<file path="src/rtl/seconds_display_mux.sv">
// Seconds display mux: 6-bit binary seconds -> two BCD digits -> multiplexed 7-segment drive.
// Latency: a legal value v commits floor(v/10)+1 cycles after the accepting edge; the scan runs freely.
// Backpressure: none; samples arriving while busy are dropped. Build option LEADING_ZERO_BLANK_EN blanks a zero tens digit.
module seconds_display_mux #(
  parameter int SCAN_BITS = 10
) (
  input  logic       clock,
  input  logic       reset,
  input  logic       sample,
  input  logic [5:0] value,
  output logic [6:0] seg,
  output logic [1:0] digit_en,
  output logic       dp,
  output logic       busy,
  output logic       range_err
);

  typedef enum logic {IDLE, CONV} state_t;

  localparam logic [SCAN_BITS-1:0] SCAN_ONE = {{(SCAN_BITS-1){1'b0}}, 1'b1};
  localparam logic [6:0]           SEG_DASH = 7'h40;

  state_t                 state_q, state_d;
  logic [5:0]             work_q, work_d;
  logic [2:0]             acc_tens_q, acc_tens_d;
  logic [2:0]             disp_tens_q, disp_tens_d;
  logic [3:0]             disp_ones_q, disp_ones_d;
  logic                   err_q, err_d;
  logic                   dp_q, dp_d;
  logic [SCAN_BITS-1:0]   scan_cnt_q;
  logic                   dig_q;
  logic [3:0]             digit_sel;

  function automatic logic [6:0] bcd_to_seg(input logic [3:0] d);
    logic [6:0] s;
    case (d)
      4'd0:    s = 7'h3F;
      4'd1:    s = 7'h06;
      4'd2:    s = 7'h5B;
      4'd3:    s = 7'h4F;
      4'd4:    s = 7'h66;
      4'd5:    s = 7'h6D;
      4'd6:    s = 7'h7D;
      4'd7:    s = 7'h07;
      4'd8:    s = 7'h7F;
      4'd9:    s = 7'h6F;
      default: s = 7'h00;
    endcase
    return s;
  endfunction

  // Conversion FSM and display registers; reset aborts any conversion in flight.
  always_ff @(posedge clock or negedge reset) begin
    if (!reset) begin
      state_q     <= IDLE;
      work_q      <= '0;
      acc_tens_q  <= '0;
      disp_tens_q <= '0;
      disp_ones_q <= '0;
      err_q       <= 1'b0;
      dp_q        <= 1'b0;
    end else begin
      state_q     <= state_d;
      work_q      <= work_d;
      acc_tens_q  <= acc_tens_d;
      disp_tens_q <= disp_tens_d;
      disp_ones_q <= disp_ones_d;
      err_q       <= err_d;
      dp_q        <= dp_d;
    end
  end

  // Next state: accept in IDLE, repeated subtract-10 in CONV, commit all digits at once.
  always_comb begin
    state_d     = state_q;
    work_d      = work_q;
    acc_tens_d  = acc_tens_q;
    disp_tens_d = disp_tens_q;
    disp_ones_d = disp_ones_q;
    err_d       = err_q;
    dp_d        = dp_q;
    case (state_q)
      IDLE: begin
        if (sample) begin
          if (value <= 6'd59) begin
            work_d     = value;
            acc_tens_d = '0;
            state_d    = CONV;
          end else begin
            // Out-of-range: flag only, the shown digits and dp stay as they were.
            err_d = 1'b1;
          end
        end
      end
      CONV: begin
        if (work_q >= 6'd10) begin
          work_d     = work_q - 6'd10;
          acc_tens_d = acc_tens_q + 3'd1;
        end else begin
          disp_tens_d = acc_tens_q;
          disp_ones_d = work_q[3:0];
          err_d       = 1'b0;
          dp_d        = ~dp_q;
          state_d     = IDLE;
        end
      end
      default: state_d = IDLE;
    endcase
  end

  // Free-running digit scan, independent of the conversion FSM.
  always_ff @(posedge clock or negedge reset) begin
    if (!reset) begin
      scan_cnt_q <= '0;
      dig_q      <= 1'b0;
    end else begin
      scan_cnt_q <= scan_cnt_q + SCAN_ONE;
      if (scan_cnt_q == '1) begin
        dig_q <= ~dig_q;
      end
    end
  end

  // Segment decode of the currently scanned digit, straight from registers.
  always_comb begin
    digit_sel = dig_q ? {1'b0, disp_tens_q} : disp_ones_q;
    seg       = bcd_to_seg(digit_sel);
`ifdef LEADING_ZERO_BLANK_EN
    if (dig_q && (disp_tens_q == 3'd0)) begin
      seg = 7'h00;
    end
`endif
    if (err_q) begin
      seg = SEG_DASH;
    end
  end

  assign digit_en  = dig_q ? 2'b10 : 2'b01;
  assign busy      = (state_q == CONV);
  assign dp        = dp_q;
  assign range_err = err_q;

endmodule

</file>
<file path="config.mk">
export PLATFORM = sky130hd
export DESIGN_NAME = seconds_display_mux
export DESIGN_NICKNAME = d
export VERILOG_FILES = /design/src/rtl/seconds_display_mux.sv
export SDC_FILE = /design/constraint.sdc
export NUM_CORES = 1
export LEC_CHECK = 0
export BUFFER_PORTS_ARGS = -buffer_cell sky130_fd_sc_hd__buf_2
export CORE_MARGIN = 8
export CORE_UTILIZATION = 50
export DETAILED_ROUTE_END_ITERATION = 16
export PLACE_DENSITY = 0.7
export SYNTH_ARGS = -nofsm -noshare
export SYNTH_HDL_FRONTEND = slang
export SYNTH_SLANG_ARGS = --single-unit
</file>
<file path="constraint.sdc">
create_clock -name clock -period 2.1 [get_ports clock]
set_input_delay 0.105 -clock clock [delete_from_list [all_inputs] [get_ports clock]]
set_output_delay 0.105 -clock clock [all_outputs]
set_load 0.02 [all_outputs]
</file>
==> results.py <==
metrics = {
    "outcome": {
        "status": "finished clean",
    },
    "worst_hold_path": {
        "hold_class": "in -> reg",
    },
    "clock_tree": {
        "numCtsBuffers": 5,
        "root_buffer": "clkbuf_4",
        "clkTransAtPathRegs_ns": 0.10,
        "clock-sinks": 30,
        "cts.htree.levels": 2,
        "insertion_delay_ns": 0.32,
        "cts_tree": "done",
        "clockBufferDepth": 2,
    },
    "logic_synthesis": {
        "synthCells": 160,
        "yosys_warnings": 0,
        "avgSynthCellArea_um2": 10.5,
        "synth_area_leaders": "dfrtp_1 (45%), mux2_2 (6.7%), ha_1 (6.0%), xnor2_1 (3.7%), mux2i_1 (3.6%)",
        "netlist_area_um2": 1680,
        "ys_seq_area_frac": 0.447,
        "ys_seq_elements": 30,
        "synth.distinct_cells": 42,
        "synth_nets": 177,
        "synth_top_area_cell": "dfrtp_1",
        "netlist.area_leader.share": 0.447,
    },
    "route": {
        "drc": 0,
        "first_iter_violations": 48,
        "viasPerCell": 5.32,
        "wl_per_cell_um": 14.0,
        "ant_nets": 0,
        "drt_first_pass_iters": 4,
        "routed_wl_mm": 3.28,
        "vias": 1246,
    },
    "critical_path": {
        "cp_slowest_cell": "dfrtp_2",
        "critical_path_class": "reg -> out",
        "cp-end-kind": "output pin",
        "arrival_ns": 1.96,
        "crit_path_start_kind": "flip-flop",
        "cpPeakStageDelay_ns": 0.48,
        "critical_path_required_ns": 2.00,
        "crit_path_max_fanout": 6,
        "crit_chain": "mux2i_4, inv_1, ha_2, mux2i_1, a221o_1, buf_4",
    },
    "pwr": {
        "power.total_mw": 2.95,
        "ir_worst_vdd_mv": 0.808,
        "leakagePower_nw": 0.903,
        "powerDensity_nw_per_um2": 1490,
    },
    "global_route": {
        "grt_pass1_vias": 1236,
        "grt_max_degree": 31,
        "grt_usage": 0.129,
        "grt_overflow": 0,
        "grt_antenna_before_repair": 0,
        "grt_pass1_wl_mm": 5.49,
    },
    "run": {
        "maxCapViolCount": 0,
    },
    "placed_design": {
        "place_area_um2": 1810,
        "place.gp.congestion": 0.935,
        "place_hpwl_mm": 2.43,
        "io_buffers": 20,
    },
    "final_layout": {
        "final_cell_mix": "dfrtp_1 (29), buf_2 (17), inv_1 (15), nand2_1 (11), mux2_2 (10)",
        "n_fill_cell": 286,
        "syn_to_final_growth_pct": 18.0,
        "n_antenna_cell": 0,
        "fin_area_um2": 1980,
        "layout.nets": 204,
        "layout-drive-gt1-share": 0.277,
        "post-route-util": 0.603,
        "layout_commonest_cell": "dfrtp_1",
    },
    "sta": {
        "setup_violations": 0,
        "rsz0062_at_grt": "yes",
        "clock_skew_ns": 0.00933,
        "max-slew-margin-rel": 0.568,
        "max_freq_mhz": 484,
        "final-max-slew-violation-count": 0,
        "tns_ns": 0,
        "finalHoldViolCount": 0,
        "hold_ws_ns": 0.0626,
        "finalCriticalPeriod_ns": 2.07,
        "tightest_slew_ns": 0.648,
        "finalCritPeriodShare": 0.984,
    },
    "floorplanning": {
        "ios": 21,
        "core-area_um2": 3280,
        "initial_core_util": 0.511,
        "die_y_um": 73.9,
        "die_x_um": 73.9,
        "dieArea_um2": 5470,
        "num_rows": 21,
    },
}
[power breakdown]
part | internal [mW] | total (mW) | switching, mW
combinational | 0.703 | 1.52 | 0.813
sequential | 0.757 | 0.999 | 0.242
clock | 0.246 | 0.438 | 0.191
total | 1.71 | 2.95 | 1.25
[critical path: cells and delay by family, from the launching register on]
kind | cells | cell delay [ns]
mux | 2 | 0.52
flops | 1 | 0.48
buf+inv | 2 | 0.24
fa+ha+maj | 1 | 0.21
compound gates | 1 | 0.19
[synthesized netlist by cell type, drive strengths merged]
| master | number |
|---|---|
| and4 | 1 |
| o221ai | 1 |
| a31oi | 2 |
| o22ai | 3 |
| mux2 | 10 |
| ha | 8 |
| o211a | 1 |
| a22oi | 1 |
| nand4 | 3 |
| or4 | 1 |
| nor3 | 2 |
| or2 | 1 |
| o221a | 1 |
| a21oi | 9 |
| clkbuf | 1 |
| o21a | 1 |
| or3b | 1 |
| a311oi | 1 |
| o2bb2ai | 1 |
| xnor2 | 7 |
| nand4b | 1 |
| nand2 | 11 |
| xor2 | 3 |
| o21ai | 7 |
| nor3b | 2 |
| inv | 15 |
| o211ai | 1 |
| o32ai | 3 |
| and2 | 1 |
| a221o | 2 |
| buf | 5 |
| mux2i | 7 |
| nor2 | 2 |
| nand3 | 5 |
| nand2b | 3 |
| nor2b | 6 |
| dfrtp | 30 |
[logic make-up (layout without fill, tap and decap cells)]
| group | after synthesis | in the layout | share of synthesized area |
|---|---|---|---|
| compound gates | 34 | 34 | 0.136 |
| xor+xnor | 10 | 10 | 0.0522 |
| fa+ha+maj | 8 | 8 | 0.0597 |
| buf+inv | 21 | 49 | 0.0529 |
| simple gates | 40 | 40 | 0.136 |
| mux | 17 | 17 | 0.116 |
| flops | 30 | 30 | 0.447 |
[stage by stage]
| stage | setup WS [ns] | cells |
|---|---|---|
| after global routing | -0.0382 | 234 |
| after CTS | 0.00851 | 230 |
| after global placement | 0.354 | 221 |
| final | 0.0341 | 234 |
| after detailed placement | 0.197 | 221 |
| after floorplan | 0.157 | 160 |
[final cells by class]
cell class	count	area, µm²	area share
Multi-Input combinational cell	109	878	0.444
Clock buffer	5	37.5	0.0190
Inverter	15	56.3	0.0284
Tap cell	46	57.6	0.0291
Clock inverter	3	40.0	0.0202
Timing Repair Buffer	26	158	0.0796
Sequential cell	30	752	0.380
[timing repair]
action                     in CTS  in global routing
setup buffers                   0                  3
resized for setup               5                  6
setup endpoints to repair       7                  7
hold endpoints to repair       30                  1
hold buffers                    1                  1
pin swaps                       0                  0
[worst paths after layout]
path | from | end | slack (ns) | depth (start not counted)
worst max-delay path | dig_q$_DFFE_PN0N_ | seg[6] | 0.03 | 6
worst min-delay path | value[1] | work_q[1]$_DFFE_PN0P_ | 0.06 | 2
worst max register to register | work_q[1]$_DFFE_PN0P_ | disp_ones_q[3]$_DFFE_PN0P_ | 0.48 | 3
worst min register to register | dp$_DFFE_PN0P_ | dp$_DFFE_PN0P_ | 0.47 | 1
max in group asynchronous | reset | dig_q$_DFFE_PN0N_ | 1.31 | 2
min in group asynchronous | reset | disp_ones_q[0]$_DFFE_PN0P_ | 0.33 | 2
[registers in the layout, summed over array words and instances (netlist names)]
name / flops
scan_cnt_q: 10
work_q: 6
disp_ones_q: 4
acc_tens_q: 3
disp_tens_q: 3
busy: 1
dig_q: 1
dp: 1
range_err: 1
[metal layers]
layer | routed length, µm | track usage | up-vias | share of wire
li1 | - | - | 621 | -
met1 | 1560 | 0.155 | 587 | 0.48
met2 | 1500 | 0.207 | 32 | 0.46
met3 | 172 | 0.0445 | 6 | 0.053
met4 | 45 | 0.0510 | 0 | 0.014
met5 | 0 | 0 | - | 0
No activity file was read; power rests on OpenSTA's default activity.
